===== src/rtl/mips_pkg.sv =====
// Shared definitions for the multi-cycle MIPS sequencer: state encoding, opcodes,
// datapath mux encodings and the per-state control decode.
package mips_pkg;

    typedef enum logic [3:0] {
        ST_FETCH     = 4'd0,
        ST_DECODE    = 4'd1,
        ST_MEM_ADDR  = 4'd2,
        ST_MEM_READ  = 4'd3,
        ST_MEM_WB    = 4'd4,
        ST_MEM_WRITE = 4'd5,
        ST_EXEC      = 4'd6,
        ST_R_WB      = 4'd7,
        ST_BRANCH    = 4'd8,
        ST_JUMP      = 4'd9,
        ST_ADDI_EXEC = 4'd10,
        ST_ADDI_WB   = 4'd11,
        ST_TRAP      = 4'd12
    } mc_state_t;

    localparam logic [5:0] OP_RTYPE = 6'b000000;
    localparam logic [5:0] OP_LW    = 6'b100011;
    localparam logic [5:0] OP_SW    = 6'b101011;
    localparam logic [5:0] OP_BEQ   = 6'b000100;
    localparam logic [5:0] OP_J     = 6'b000010;
    localparam logic [5:0] OP_ADDI  = 6'b001000;

    localparam logic [1:0] ALUOP_ADD   = 2'b00;
    localparam logic [1:0] ALUOP_SUB   = 2'b01;
    localparam logic [1:0] ALUOP_FUNCT = 2'b10;

    localparam logic [1:0] SRCB_REG     = 2'b00;
    localparam logic [1:0] SRCB_FOUR    = 2'b01;
    localparam logic [1:0] SRCB_IMM     = 2'b10;
    localparam logic [1:0] SRCB_IMM_SH2 = 2'b11;

    localparam logic [1:0] PCSRC_ALU    = 2'b00;
    localparam logic [1:0] PCSRC_ALUOUT = 2'b01;
    localparam logic [1:0] PCSRC_JUMP   = 2'b10;

    // pc_write_fetch and ir_write are later qualified with mem_ready
    typedef struct packed {
        logic       pc_write;
        logic       pc_write_fetch;
        logic       pc_write_cond;
        logic       iord;
        logic       mem_read;
        logic       mem_write;
        logic       ir_write;
        logic       mem_to_reg;
        logic       reg_dst;
        logic       reg_write;
        logic       alu_src_a;
        logic [1:0] alu_src_b;
        logic [1:0] alu_op;
        logic [1:0] pc_source;
        logic       trap;
    } mc_ctrl_t;

    function automatic mc_ctrl_t mc_decode(input logic [3:0] state);
        mc_ctrl_t c;
        c = '0;
        case (state)
            ST_FETCH: begin
                c.mem_read       = 1'b1;
                c.alu_src_b      = SRCB_FOUR;
                c.alu_op         = ALUOP_ADD;
                c.pc_source      = PCSRC_ALU;
                c.ir_write       = 1'b1;
                c.pc_write_fetch = 1'b1;
            end
            ST_DECODE:    c.alu_src_b = SRCB_IMM_SH2;
            ST_MEM_ADDR: begin
                c.alu_src_a = 1'b1;
                c.alu_src_b = SRCB_IMM;
            end
            ST_MEM_READ: begin
                c.mem_read = 1'b1;
                c.iord     = 1'b1;
            end
            ST_MEM_WB: begin
                c.reg_write  = 1'b1;
                c.mem_to_reg = 1'b1;
            end
            ST_MEM_WRITE: begin
                c.mem_write = 1'b1;
                c.iord      = 1'b1;
            end
            ST_EXEC: begin
                c.alu_src_a = 1'b1;
                c.alu_src_b = SRCB_REG;
                c.alu_op    = ALUOP_FUNCT;
            end
            ST_R_WB: begin
                c.reg_write = 1'b1;
                c.reg_dst   = 1'b1;
            end
            ST_BRANCH: begin
                c.alu_src_a     = 1'b1;
                c.alu_op        = ALUOP_SUB;
                c.pc_write_cond = 1'b1;
                c.pc_source     = PCSRC_ALUOUT;
            end
            ST_JUMP: begin
                c.pc_write  = 1'b1;
                c.pc_source = PCSRC_JUMP;
            end
            ST_ADDI_EXEC: begin
                c.alu_src_a = 1'b1;
                c.alu_src_b = SRCB_IMM;
            end
            ST_ADDI_WB:   c.reg_write = 1'b1;
            ST_TRAP:      c.trap = 1'b1;
            default:      c = '0;
        endcase
        return c;
    endfunction

endpackage


===== src/rtl/multicycle_control.sv =====
// Multi-cycle MIPS control FSM with memory-ready handshake and illegal-opcode trap.
// Optional retired-instruction counter enabled by defining MC_PERF_CNT_EN.
module multicycle_control
    import mips_pkg::*;
#(
    parameter int CNT_W = 32
) (
    input  logic       clk,
    input  logic       rst_n,
    input  logic [5:0] opcode,
    input  logic       mem_ready,
    output logic       PCWrite,
    output logic       PCWriteCond,
    output logic       IorD,
    output logic       MemRead,
    output logic       MemWrite,
    output logic       IRWrite,
    output logic       MemToReg,
    output logic       RegDst,
    output logic       RegWrite,
    output logic       ALUSrcA,
    output logic [1:0] ALUSrcB,
    output logic [1:0] ALUOp,
    output logic [1:0] PCSource,
    output logic       trap
`ifdef MC_PERF_CNT_EN
    ,
    output logic [CNT_W-1:0] retired
`endif
);

    if (CNT_W < 1) begin : g_cnt_w_invalid
        $error("CNT_W must be at least 1");
    end

    logic [3:0] state_r;
    logic [3:0] state_next_s;
    logic       run_r;
    mc_ctrl_t   ctrl_r;

    // Next-state selection; the first edge after reset only arms the FSM in FETCH
    always_comb begin
        state_next_s = ST_FETCH;
        if (!run_r) begin
            state_next_s = ST_FETCH;
        end else begin
            case (state_r)
                ST_FETCH:     state_next_s = mem_ready ? ST_DECODE : ST_FETCH;
                ST_DECODE: begin
                    case (opcode)
                        OP_LW, OP_SW: state_next_s = ST_MEM_ADDR;
                        OP_RTYPE:     state_next_s = ST_EXEC;
                        OP_BEQ:       state_next_s = ST_BRANCH;
                        OP_J:         state_next_s = ST_JUMP;
                        OP_ADDI:      state_next_s = ST_ADDI_EXEC;
                        default:      state_next_s = ST_TRAP;
                    endcase
                end
                ST_MEM_ADDR: begin
                    if (opcode == OP_LW) begin
                        state_next_s = ST_MEM_READ;
                    end else if (opcode == OP_SW) begin
                        state_next_s = ST_MEM_WRITE;
                    end else begin
                        state_next_s = ST_FETCH;
                    end
                end
                ST_MEM_READ:  state_next_s = mem_ready ? ST_MEM_WB : ST_MEM_READ;
                ST_MEM_WRITE: state_next_s = mem_ready ? ST_FETCH : ST_MEM_WRITE;
                ST_EXEC:      state_next_s = ST_R_WB;
                ST_ADDI_EXEC: state_next_s = ST_ADDI_WB;
                ST_MEM_WB, ST_R_WB, ST_BRANCH, ST_JUMP, ST_ADDI_WB:
                              state_next_s = ST_FETCH;
                ST_TRAP:      state_next_s = ST_TRAP;
                default:      state_next_s = ST_FETCH;
            endcase
        end
    end

    // State and decoded control registers; reset clears every output immediately
    always_ff @(posedge clk or negedge rst_n) begin
        if (!rst_n) begin
            state_r <= ST_FETCH;
            run_r   <= 1'b0;
            ctrl_r  <= '0;
        end else begin
            state_r <= state_next_s;
            run_r   <= 1'b1;
            ctrl_r  <= mc_decode(state_next_s);
        end
    end

    assign PCWrite     = ctrl_r.pc_write | (ctrl_r.pc_write_fetch & mem_ready);
    assign IRWrite     = ctrl_r.ir_write & mem_ready;
    assign PCWriteCond = ctrl_r.pc_write_cond;
    assign IorD        = ctrl_r.iord;
    assign MemRead     = ctrl_r.mem_read;
    assign MemWrite    = ctrl_r.mem_write;
    assign MemToReg    = ctrl_r.mem_to_reg;
    assign RegDst      = ctrl_r.reg_dst;
    assign RegWrite    = ctrl_r.reg_write;
    assign ALUSrcA     = ctrl_r.alu_src_a;
    assign ALUSrcB     = ctrl_r.alu_src_b;
    assign ALUOp       = ctrl_r.alu_op;
    assign PCSource    = ctrl_r.pc_source;
    assign trap        = ctrl_r.trap;

`ifdef MC_PERF_CNT_EN
    logic [CNT_W-1:0] retired_r;
    logic             retire_s;

    // An instruction retires when a final state hands control back to FETCH
    always_comb begin
        retire_s = 1'b0;
        if (run_r && (state_next_s == ST_FETCH)) begin
            case (state_r)
                ST_MEM_WB, ST_MEM_WRITE, ST_R_WB, ST_BRANCH, ST_JUMP, ST_ADDI_WB:
                         retire_s = 1'b1;
                default: retire_s = 1'b0;
            endcase
        end else begin
            retire_s = 1'b0;
        end
    end

    // Free-running retired-instruction counter, wraps naturally
    always_ff @(posedge clk or negedge rst_n) begin
        if (!rst_n) begin
            retired_r <= '0;
        end else if (retire_s) begin
            retired_r <= retired_r + {{(CNT_W-1){1'b0}}, 1'b1};
        end else begin
            retired_r <= retired_r;
        end
    end

    assign retired = retired_r;
`endif

endmodule


===== config.mk =====
export PLATFORM = sky130hd
export DESIGN_NAME = multicycle_control
export DESIGN_NICKNAME = d
export VERILOG_FILES = /design/src/rtl/mips_pkg.sv /design/src/rtl/multicycle_control.sv
export SDC_FILE = /design/constraint.sdc
export NUM_CORES = 1
export LEC_CHECK = 0
export BUFFER_PORTS_ARGS = -buffer_cell sky130_fd_sc_hd__buf_2
export CORE_ASPECT_RATIO = 1.25
export CORE_MARGIN = 4
export CORE_UTILIZATION = 33
export CTS_CLUSTER_DIAMETER = 200
export DETAILED_ROUTE_END_ITERATION = 8
export PLACE_DENSITY_LB_ADDON = 0.15
export SYNTH_ARGS = -nofsm -noshare
export SYNTH_HDL_FRONTEND = slang
export SYNTH_SLANG_ARGS = --single-unit

===== constraint.sdc =====
create_clock -name clk -period 5.52 [get_ports clk]
set_clock_uncertainty 0.1 [all_clocks]
set_input_delay 0.552 -clock clk [delete_from_list [all_inputs] [get_ports clk]]
set_output_delay 0.552 -clock clk [all_outputs]
set_load 0.02 [all_outputs]

==> flow_summary.json, run 1 <==
{
  "synth_edf_count": 0,
  "viasPerCell": 5.31,
  "synth_fa_ha_area_frac": 0,
  "synth_mux_area_frac": 0,
  "hold_path_class": "primary input to async pin",
  "cts_tree": "yes",
  "cts_made_buffers": 3,
  "wl_per_cell_um": 14.8,
  "synth-simple-area-share": 0.283,
  "finalWirelength_um": 2560,
  "fill_cells": 365,
  "tns_ns": 0,
  "row_count": 24,
  "synth_xor_area_frac": 0.0147,
  "grt-ovfl-total": 0,
  "p_leak_nw": 0.640,
  "postLayoutSetupSlackWorst_ns": 3.21,
  "syn_inst": 116,
  "htreeDepth": 1,
  "core_area_mm2": 0.00348,
  "place_ws_ns": 3.13,
  "fin_util": 0.384,
  "status": "finished clean",
  "diodes": 0,
  "finalNetCount": 144,
  "placed_cells": 169,
  "syn_area_mm2": 0.00119,
  "detail-route-antenna-nets": 0,
  "cts.sink_count": 20,
  "setup_violations": 0,
  "path_max_fanout": 16,
  "syn_nets": 125,
  "worstSkewPairLatency_ns": 0.25,
  "fin_crit_sh": 0.419,
  "grt_max_degree": 21,
  "dp_hpwl_um": 1950,
  "hold_violations": 0,
  "crit_family": "simple AND/OR/NAND/NOR gates",
  "antenna_found_initial": 0,
  "die_h_um": 75.2,
  "syn2layout_area_growth_pct": 12.2,
  "initial_core_util": 0.342,
  "grt_use_total": 0.125,
  "cp_slowest_cell": "dfrtp_1",
  "root_buffer": "clkbuf_8",
  "synth_top_family_by_area": "simple AND/OR/NAND/NOR gates",
  "grt_pass1_vias": 886,
  "io_pins": 26,
  "ys_ff_latch": 20,
  "path_clk_slew_ns": 0.07,
  "fmax_mhz": 433,
  "port-buffer-count": 25,
  "synth_ff_type": "dfrtp_1",
  "crit_type": "register to register",
  "instances_no_fill": 173,
  "endpoint_kind": "register",
  "critPathMaxStageDelay_ns": 0.64,
  "power_density_mw_per_mm2": 258,
  "drt_iter0_drc": 34,
  "first_pass_iters": 4,
  "start_kind": "register",
  "largest_register_ffs": 4,
  "grt_pass1_wl_um": 4280,
  "report.final.slew_viol_count": 0,
  "ys_warn_count": 0,
  "finalWeightedCongestion": 0.857,
  "path_cells": "nor2_1 > and3_1 > a211o_1 > or2_1 > nor4b_2",
  "cp.arrival_ns": 2.36,
  "chipWidth_um": 61.7,
  "rsz0062_at_grt": "false",
  "largest_register": "state_r",
  "ir_worst_vdd_uv": 150,
  "clock_path_buffers": 2,
  "yosysSeqAreaShare": 0.420,
  "drc_errors": 0,
  "synthArstFlopShare": 1.00,
  "postCtsSetupBuffers": 0,
  "fin_crit_ns": 2.31,
  "cts_resized": 0,
  "dieArea_mm2": 0.00464,
  "ys_types": 53,
  "drive_gt1_frac": 0.313,
  "synth_compound_area_frac": 0.194,
  "cp_data_required_time_ns": 5.57,
  "cts_hold_buffers": 0,
  "cp_num_buf_inv": 0,
  "num_vias": 919,
  "syn_avg_cell_area_um2": 10.3,
  "maxCapViolations": 0
}
cells in the mapped netlist, drive strengths merged (2+ instances only):
library cell | instances | area, um2
dfrtp | 20 | 500
buf | 10 | 80.1
nor2 | 9 | 33.8
a21oi | 6 | 33.8
o21ai | 5 | 25.0
and3 | 4 | 25.0
inv | 4 | 17.5
nand2b | 4 | 27.5
nor3 | 4 | 20.0
a211oi | 3 | 27.5
a31oi | 3 | 18.8
nand3b | 3 | 22.5
nor4b | 3 | 45.0
nand2 | 2 | 15.0
nand4b | 2 | 17.5
nand4bb | 2 | 22.5
nor2b | 2 | 12.5
nor3b | 2 | 20.0
o2111a | 2 | 22.5
or2 | 2 | 12.5
or3 | 2 | 12.5
or3b | 2 | 17.5
path summary, 6_finish.rpt:
| check | start | to | slack [ns] | cells past startpoint |
|---|---|---|---|---|
| worst max-delay path | state_r[2] | ctrl_r[17] | 3.21 | 5 |
| worst min-delay path | rst_n | PCSource[1] | 0.13 | 1 |
| worst max register to register | state_r[2] | ctrl_r[17] | 3.21 | 5 |
| worst min register to register | run_r | ALUSrcB[1] | 0.48 | 2 |
| max in group asynchronous | rst_n | ALUSrcB[0] | 4.90 | 1 |
| min in group clk | run_r | ALUSrcB[1] | 0.48 | 2 |
kinds of logic (layout without fill, tap and decap cells):
logic type / Yosys count / after routing
AO/OA/AOI/OAI: 31 / 31
XOR/XNOR: 2 / 2
buffers and inverters: 15 / 33
flip-flops: 20 / 20
other: 1 / 1
AND/OR/NAND/NOR: 47 / 47
metrics by stage:
| stage | hold WS, ns | cell area, um2 | power, mW |
|---|---|---|---|
| floorplan | 0.156 | 1190 | 0.222 |
| global placement | 0.412 | 1280 | 0.239 |
| detailed placement | 0.418 | 1280 | 0.241 |
| CTS | 0.139 | 1340 | 0.350 |
| global route | 0.159 | 1340 | 0.362 |
| finish | 0.126 | 1340 | 0.345 |
per-layer routing:
metal / global-route usage / routed length [um] / up-vias
met5: 0 / 0 / -
met4: 0.0778 / 59 / 0
met3: 0.0189 / 88 / 4
met2: 0.201 / 1290 / 16
met1: 0.153 / 1120 / 437
li1: - / - / 462
cell usage in the layout, fill, tap and decap left out, drive strengths merged, types with 2 or more instances in the layout:
cell type,synthesis,routed
buf,10,25
dfrtp,20,20
nor2,9,9
a21oi,6,6
o21ai,5,5
and3,4,4
nor3,4,4
clkbuf,1,4
inv,4,4
nand2b,4,4
nand3b,3,3
a31oi,3,3
nor4b,3,3
a211oi,3,3
nor2b,2,2
nand4b,2,2
nand4bb,2,2
or3,2,2
o2111a,2,2
or3b,2,2
nor3b,2,2
nand2,2,2
or2,2,2
cell type report:
cell class	instances	area (um2)	share of cell area
Inverter	4	17.5	0.0131
Clock buffer	4	55.1	0.0412
Sequential cell	20	500	0.375
Timing Repair Buffer	25	125	0.0936
Tap cell	39	48.8	0.0365
Multi-Input combinational cell	81	589	0.441
where the power goes:
group / switching, mW / internal, mW / total [mW]
Combinational: 0.0464 / 0.0273 / 0.0737
Clock: 0.0447 / 0.0634 / 0.108
Sequential: 0.00817 / 0.155 / 0.163
Total: 0.0993 / 0.246 / 0.345
No activity file was read; power rests on OpenSTA's default activity.
==> run 2, diff against run 1 <==
==> constraint.sdc (replaced) <==
create_clock -name clk -period 2.1 [get_ports clk]
set_clock_uncertainty 0.1 [all_clocks]
set_input_delay 0.21 -clock clk [delete_from_list [all_inputs] [get_ports clk]]
set_output_delay 0.21 -clock clk [all_outputs]
set_load 0.02 [all_outputs]
==> run 2 against run 1 <==
Net effect: critical path depth grew 1; die area is the same; worst setup slack lost 3.1 ns; largest cell class unchanged; highest routed layer unchanged.
==> flow_summary.json, run 2 (synthesized netlist as in run 1, its figures left out) <==
{
  "status": "finished clean",
  "dieArea_mm2": 0.00464,
  "r2r_start": "state_r[2]",
  "cp.arrival_ns": 2.09,
  "clock_path_buffers": 2,
  "crit_type": "register to register",
  "core_area_mm2": 0.00348,
  "drive_gt1_frac": 0.416,
  "routed-wl-met2_um": 1500,
  "ir_worst_vdd_uv": 390,
  "report.final.slew_viol_count": 0,
  "syn2layout_area_growth_pct": 25.1,
  "viasPerCell": 5.31,
  "port-buffer-count": 25,
  "path_clk_slew_ns": 0.07,
  "cts_made_buffers": 3,
  "p_leak_nw": 0.734,
  "drc_errors": 0,
  "io_pins": 26,
  "highest_layer": "met4",
  "hold_path_class": "primary input to async pin",
  "grt_pass1_wl_um": 4650,
  "antenna_found_initial": 0,
  "dp_hpwl_um": 2200,
  "layout.cells.most_common_list": "25 x buf_2, 19 x buf_4, 17 x dfrtp_1",
  "cts.sink_count": 20,
  "reg2reg_depth": 6,
  "htreeDepth": 1,
  "first_pass_iters": 4,
  "detail-route-antenna-nets": 0,
  "initial_core_util": 0.342,
  "rrSetupSlack_ns": 0.06,
  "worstSkewPairLatency_ns": 0.25,
  "diodes": 0,
  "grt_pass1_vias": 1036,
  "hold_violations": 0,
  "fin_crit_ns": 2.04,
  "place_ws_ns": 0.00180,
  "endpoint_kind": "register",
  "largest_register_ffs": 4,
  "grt_use_total": 0.134,
  "fin_crit_sh": 0.969,
  "rr_endpoint": "PCWriteCond",
  "met1_length_um": 1170,
  "cts_tree": "yes",
  "setup_violations": 0,
  "chipWidth_um": 61.7,
  "fmax_mhz": 491,
  "grt_max_degree": 21,
  "finalNetCount": 165,
  "maxCapViolations": 0,
  "wl_per_cell_um": 14.6,
  "power_density_mw_per_mm2": 609,
  "final_common_cell": "buf_2",
  "met3_length_um": 108,
  "path_max_fanout": 7,
  "root_buffer": "clkbuf_8",
  "drt_iter0_drc": 41,
  "num_vias": 1025,
  "die_h_um": 75.2,
  "grt-ovfl-total": 0,
  "rsz0062_at_grt": "true",
  "largest_register": "state_r",
  "finalWirelength_um": 2830,
  "tns_ns": 0,
  "postLayoutSetupSlackWorst_ns": 0.0641,
  "row_count": 24,
  "cp_data_required_time_ns": 2.15,
  "finalWeightedCongestion": 0.790,
  "start_kind": "register"
}
[run 2: changes by cell type in the layout (fill, tap and decap cells not counted), sizes merged]
cell         delta
dlygate4sd3     +1
buf            +19
[run 2: layout make-up]
| class | count | area, um2 |
|---|---|---|
| sequential | 20 | 504 |
| multi-input combinational | 81 | 596 |
| fill | 347 | 1990 |
| clock buffer | 3 | 41.3 |
| timing repair buffer | 46 | 283 |
| tap | 39 | 48.8 |
| inverter | 4 | 17.5 |
[run 2: through the flow]
step	cell area, um2	utilization	instances	power [mW]	hold WS [ns]
final	1490	0.428	193	0.908	0.330
after global routing	1490	0.428	193	0.958	0.375
after CTS	1460	0.418	189	0.912	0.338
after detailed placement	1400	0.402	185	0.667	0.0795
after global placement	1400	0.402	185	0.665	0.0698
after floorplan	1190	-	116	0.584	-0.186
[run 2: how the worst max path moves through the flow]
stage | from | to | slack (ns) | cells past startpoint
floorplan | state_r[2] | PCSource[1] | 0.23 | 6
global placement | state_r[1] | ctrl_r[11] | 0.02 | 5
detailed placement | state_r[0] | PCWriteCond | 0.002 | 6
CTS | state_r[0] | PCWriteCond | 0.009 | 6
global route | state_r[0] | PCWriteCond | -0.01 | 6
finish | state_r[2] | PCWriteCond | 0.06 | 6
[run 2: worst max-delay path: stages, from the launching register on]
cell and delay [ns]:
dfrtp_2 0.45, and3b_1 0.18, or3_1 0.37, a221o_1 0.45, nand2_4 0.13, inv_4 0.05
nor4b_2 0.21
[run 2: timing repair]
action / CTS / global route
buffers inserted: 0 / 4
hold buffers: 1 / 0
pin swaps: 0 / 2
endpoints found under the hold margin: 20 / 0
setup endpoints to repair: 1 / 7
gates resized for setup: 2 / 3
[run 2: report_power, final]
| group | leakage, nW | switching, mW | internal, mW |
|---|---|---|---|
| registers | 0.258 | 0.0120 | 0.408 |
| logic | 0.455 | 0.144 | 0.107 |
| clock network | 0.0216 | 0.110 | 0.127 |
[run 2: metal layers]
layer	global-route usage	vias up
met5	0	-
met4	0.0590	0
met3	0.0257	6
met2	0.227	28
met1	0.161	491
li1	-	500
==> run 3, diff against run 2 <==
==> constraint.sdc (replaced) <==
create_clock -name clk -period 2 [get_ports clk]
set_clock_uncertainty 0.1 [all_clocks]
set_input_delay 0.2 -clock clk [delete_from_list [all_inputs] [get_ports clk]]
set_output_delay 0.2 -clock clk [all_outputs]
set_load 0.02 [all_outputs]
==> run 3 against run 2 <==
Net effect: register-to-register slack worse by 0.03 ns; routed wire length up 9.2%; largest cell class unchanged; total power up 19%; sequential cell count unchanged; fmax up 3.3%; die area unchanged; final cell count up 6.7%; via count up 3.6%; critical endpoint is now ALUSrcA; utilization up 6.1 points; non-clock buffer count up 12.
==> flow_summary.json, run 3 (synthesized netlist as in run 1, its figures left out) <==
{
  "worstSkewPairLatency_ns": 0.26,
  "drt_iter0_drc": 43,
  "busiest_layer": "met2",
  "rr_endpoint": "ALUSrcA",
  "dp_hpwl_um": 2340,
  "fin_crit_ns": 1.97,
  "report.final.slew_viol_count": 0,
  "path_max_fanout": 8,
  "row_count": 24,
  "power_density_mw_per_mm2": 633,
  "grt-ovfl-total": 0,
  "chipWidth_um": 61.7,
  "grt_max_degree": 21,
  "initial_core_util": 0.342,
  "hold_path_class": "primary input to async pin",
  "core_area_mm2": 0.00348,
  "ir_worst_vdd_uv": 440,
  "hold_violations": 0,
  "cts_tree": "yes",
  "largest_register_ffs": 4,
  "clock_path_buffers": 2,
  "cp.arrival_ns": 2.02,
  "num_vias": 1062,
  "first_pass_iters": 4,
  "final_common_cell": "buf_4",
  "tns_ns": 0,
  "rsz0062_at_grt": "true",
  "reg2reg_depth": 7,
  "viasPerCell": 5.16,
  "grt_use_total": 0.143,
  "setup_violations": 0,
  "crit_type": "register to register",
  "cts.sink_count": 20,
  "finalNetCount": 177,
  "root_buffer": "clkbuf_8",
  "power.total_mw": 1.08,
  "place_ws_ns": -0.144,
  "cp_data_required_time_ns": 2.05,
  "postLayoutSetupSlackWorst_ns": 0.0301,
  "fmax_mhz": 508,
  "drc_errors": 0,
  "grt_pass1_wl_um": 4900,
  "io_pins": 26,
  "syn2layout_area_growth_pct": 42.9,
  "diodes": 0,
  "finalWirelength_um": 3090,
  "wl_per_cell_um": 15.0,
  "p_leak_nw": 0.823,
  "met3_usage": 0.0309,
  "r2r_start": "state_r[2]",
  "endpoint_kind": "register",
  "die_h_um": 75.2,
  "drive_gt1_frac": 0.551,
  "path_clk_slew_ns": 0.07,
  "largest_register": "state_r",
  "detail-route-antenna-nets": 0,
  "grt_use_met1": 0.168,
  "layout.cells.most_common_list": "29 x buf_4, 25 x buf_2, 16 x dfrtp_1",
  "finalWeightedCongestion": 0.809,
  "dieArea_mm2": 0.00464,
  "start_kind": "register",
  "rrSetupSlack_ns": 0.03,
  "fin_crit_sh": 0.985,
  "grt_pass1_vias": 1062,
  "antenna_found_initial": 0,
  "status": "finished clean",
  "port-buffer-count": 25,
  "cts_made_buffers": 3,
  "htreeDepth": 1,
  "maxCapViolations": 0,
  "use_met2": 0.249
}
-- run 3: worst max-delay path by stage --
stage | startpoint | endpoint | slack, ns | depth (start not counted)
after detailed placement | state_r[0] | PCWriteCond | -0.14 | 6
after global routing | state_r[2] | MemWrite | -0.04 | 8
final | state_r[2] | ALUSrcA | 0.03 | 7
after floorplan | state_r[2] | PCSource[1] | 0.13 | 6
after CTS | state_r[0] | PCWriteCond | -0.005 | 6
after global placement | state_r[0] | PCWriteCond | -0.11 | 6
-- run 3: report_power, final --
group          internal, mW  switching (mW)
Sequential            0.429          0.0159
Clock                 0.175           0.127
Combinational         0.160           0.170
Total                 0.764           0.313
-- run 3: repair_timing --
item | in CTS | in global routing
setup buffers | 3 | 4
hold endpoints to repair | 20 | 0
hold buffers | 1 | 0
gates cloned | 0 | 0
pin swaps | 4 | 6
gates resized for setup | 9 | 17
endpoints found under the setup margin | 11 | 14
-- run 3: metrics by stage --
step / cells / cell area, um2 / util / hold slack (ns)
floorplan: 116 / 1190 / - / -0.196
CTS: 202 / 1600 / 0.460 / 0.324
detailed placement: 194 / 1470 / 0.422 / 0.0669
global route: 206 / 1700 / 0.489 / 0.375
global placement: 194 / 1470 / 0.422 / 0.0600
finish: 206 / 1700 / 0.489 / 0.310
-- run 3: layout make-up --
cell class / count / area, um2
clock buffers: 4 / 55.1
fillers: 330 / 1780
inverters: 4 / 17.5
multi-input cells: 81 / 688
flip-flops and latches: 20 / 505
well taps: 39 / 48.8
repair buffers: 58 / 387
-- run 3: per-layer routing --
layer	routed length (um)	up-vias
li1	-	530
met5	0	-
met1	1220	506
met3	125	5
met4	51	0
met2	1690	21
-- run 3: critical path: stages (launching register included) --
cell      delay [ns]
dfrtp_2         0.45
buf_6           0.14
or3b_4          0.41
a21oi_4         0.17
a21oi_2         0.08
buf_4           0.16
buf_4           0.13
o2111a_1        0.22
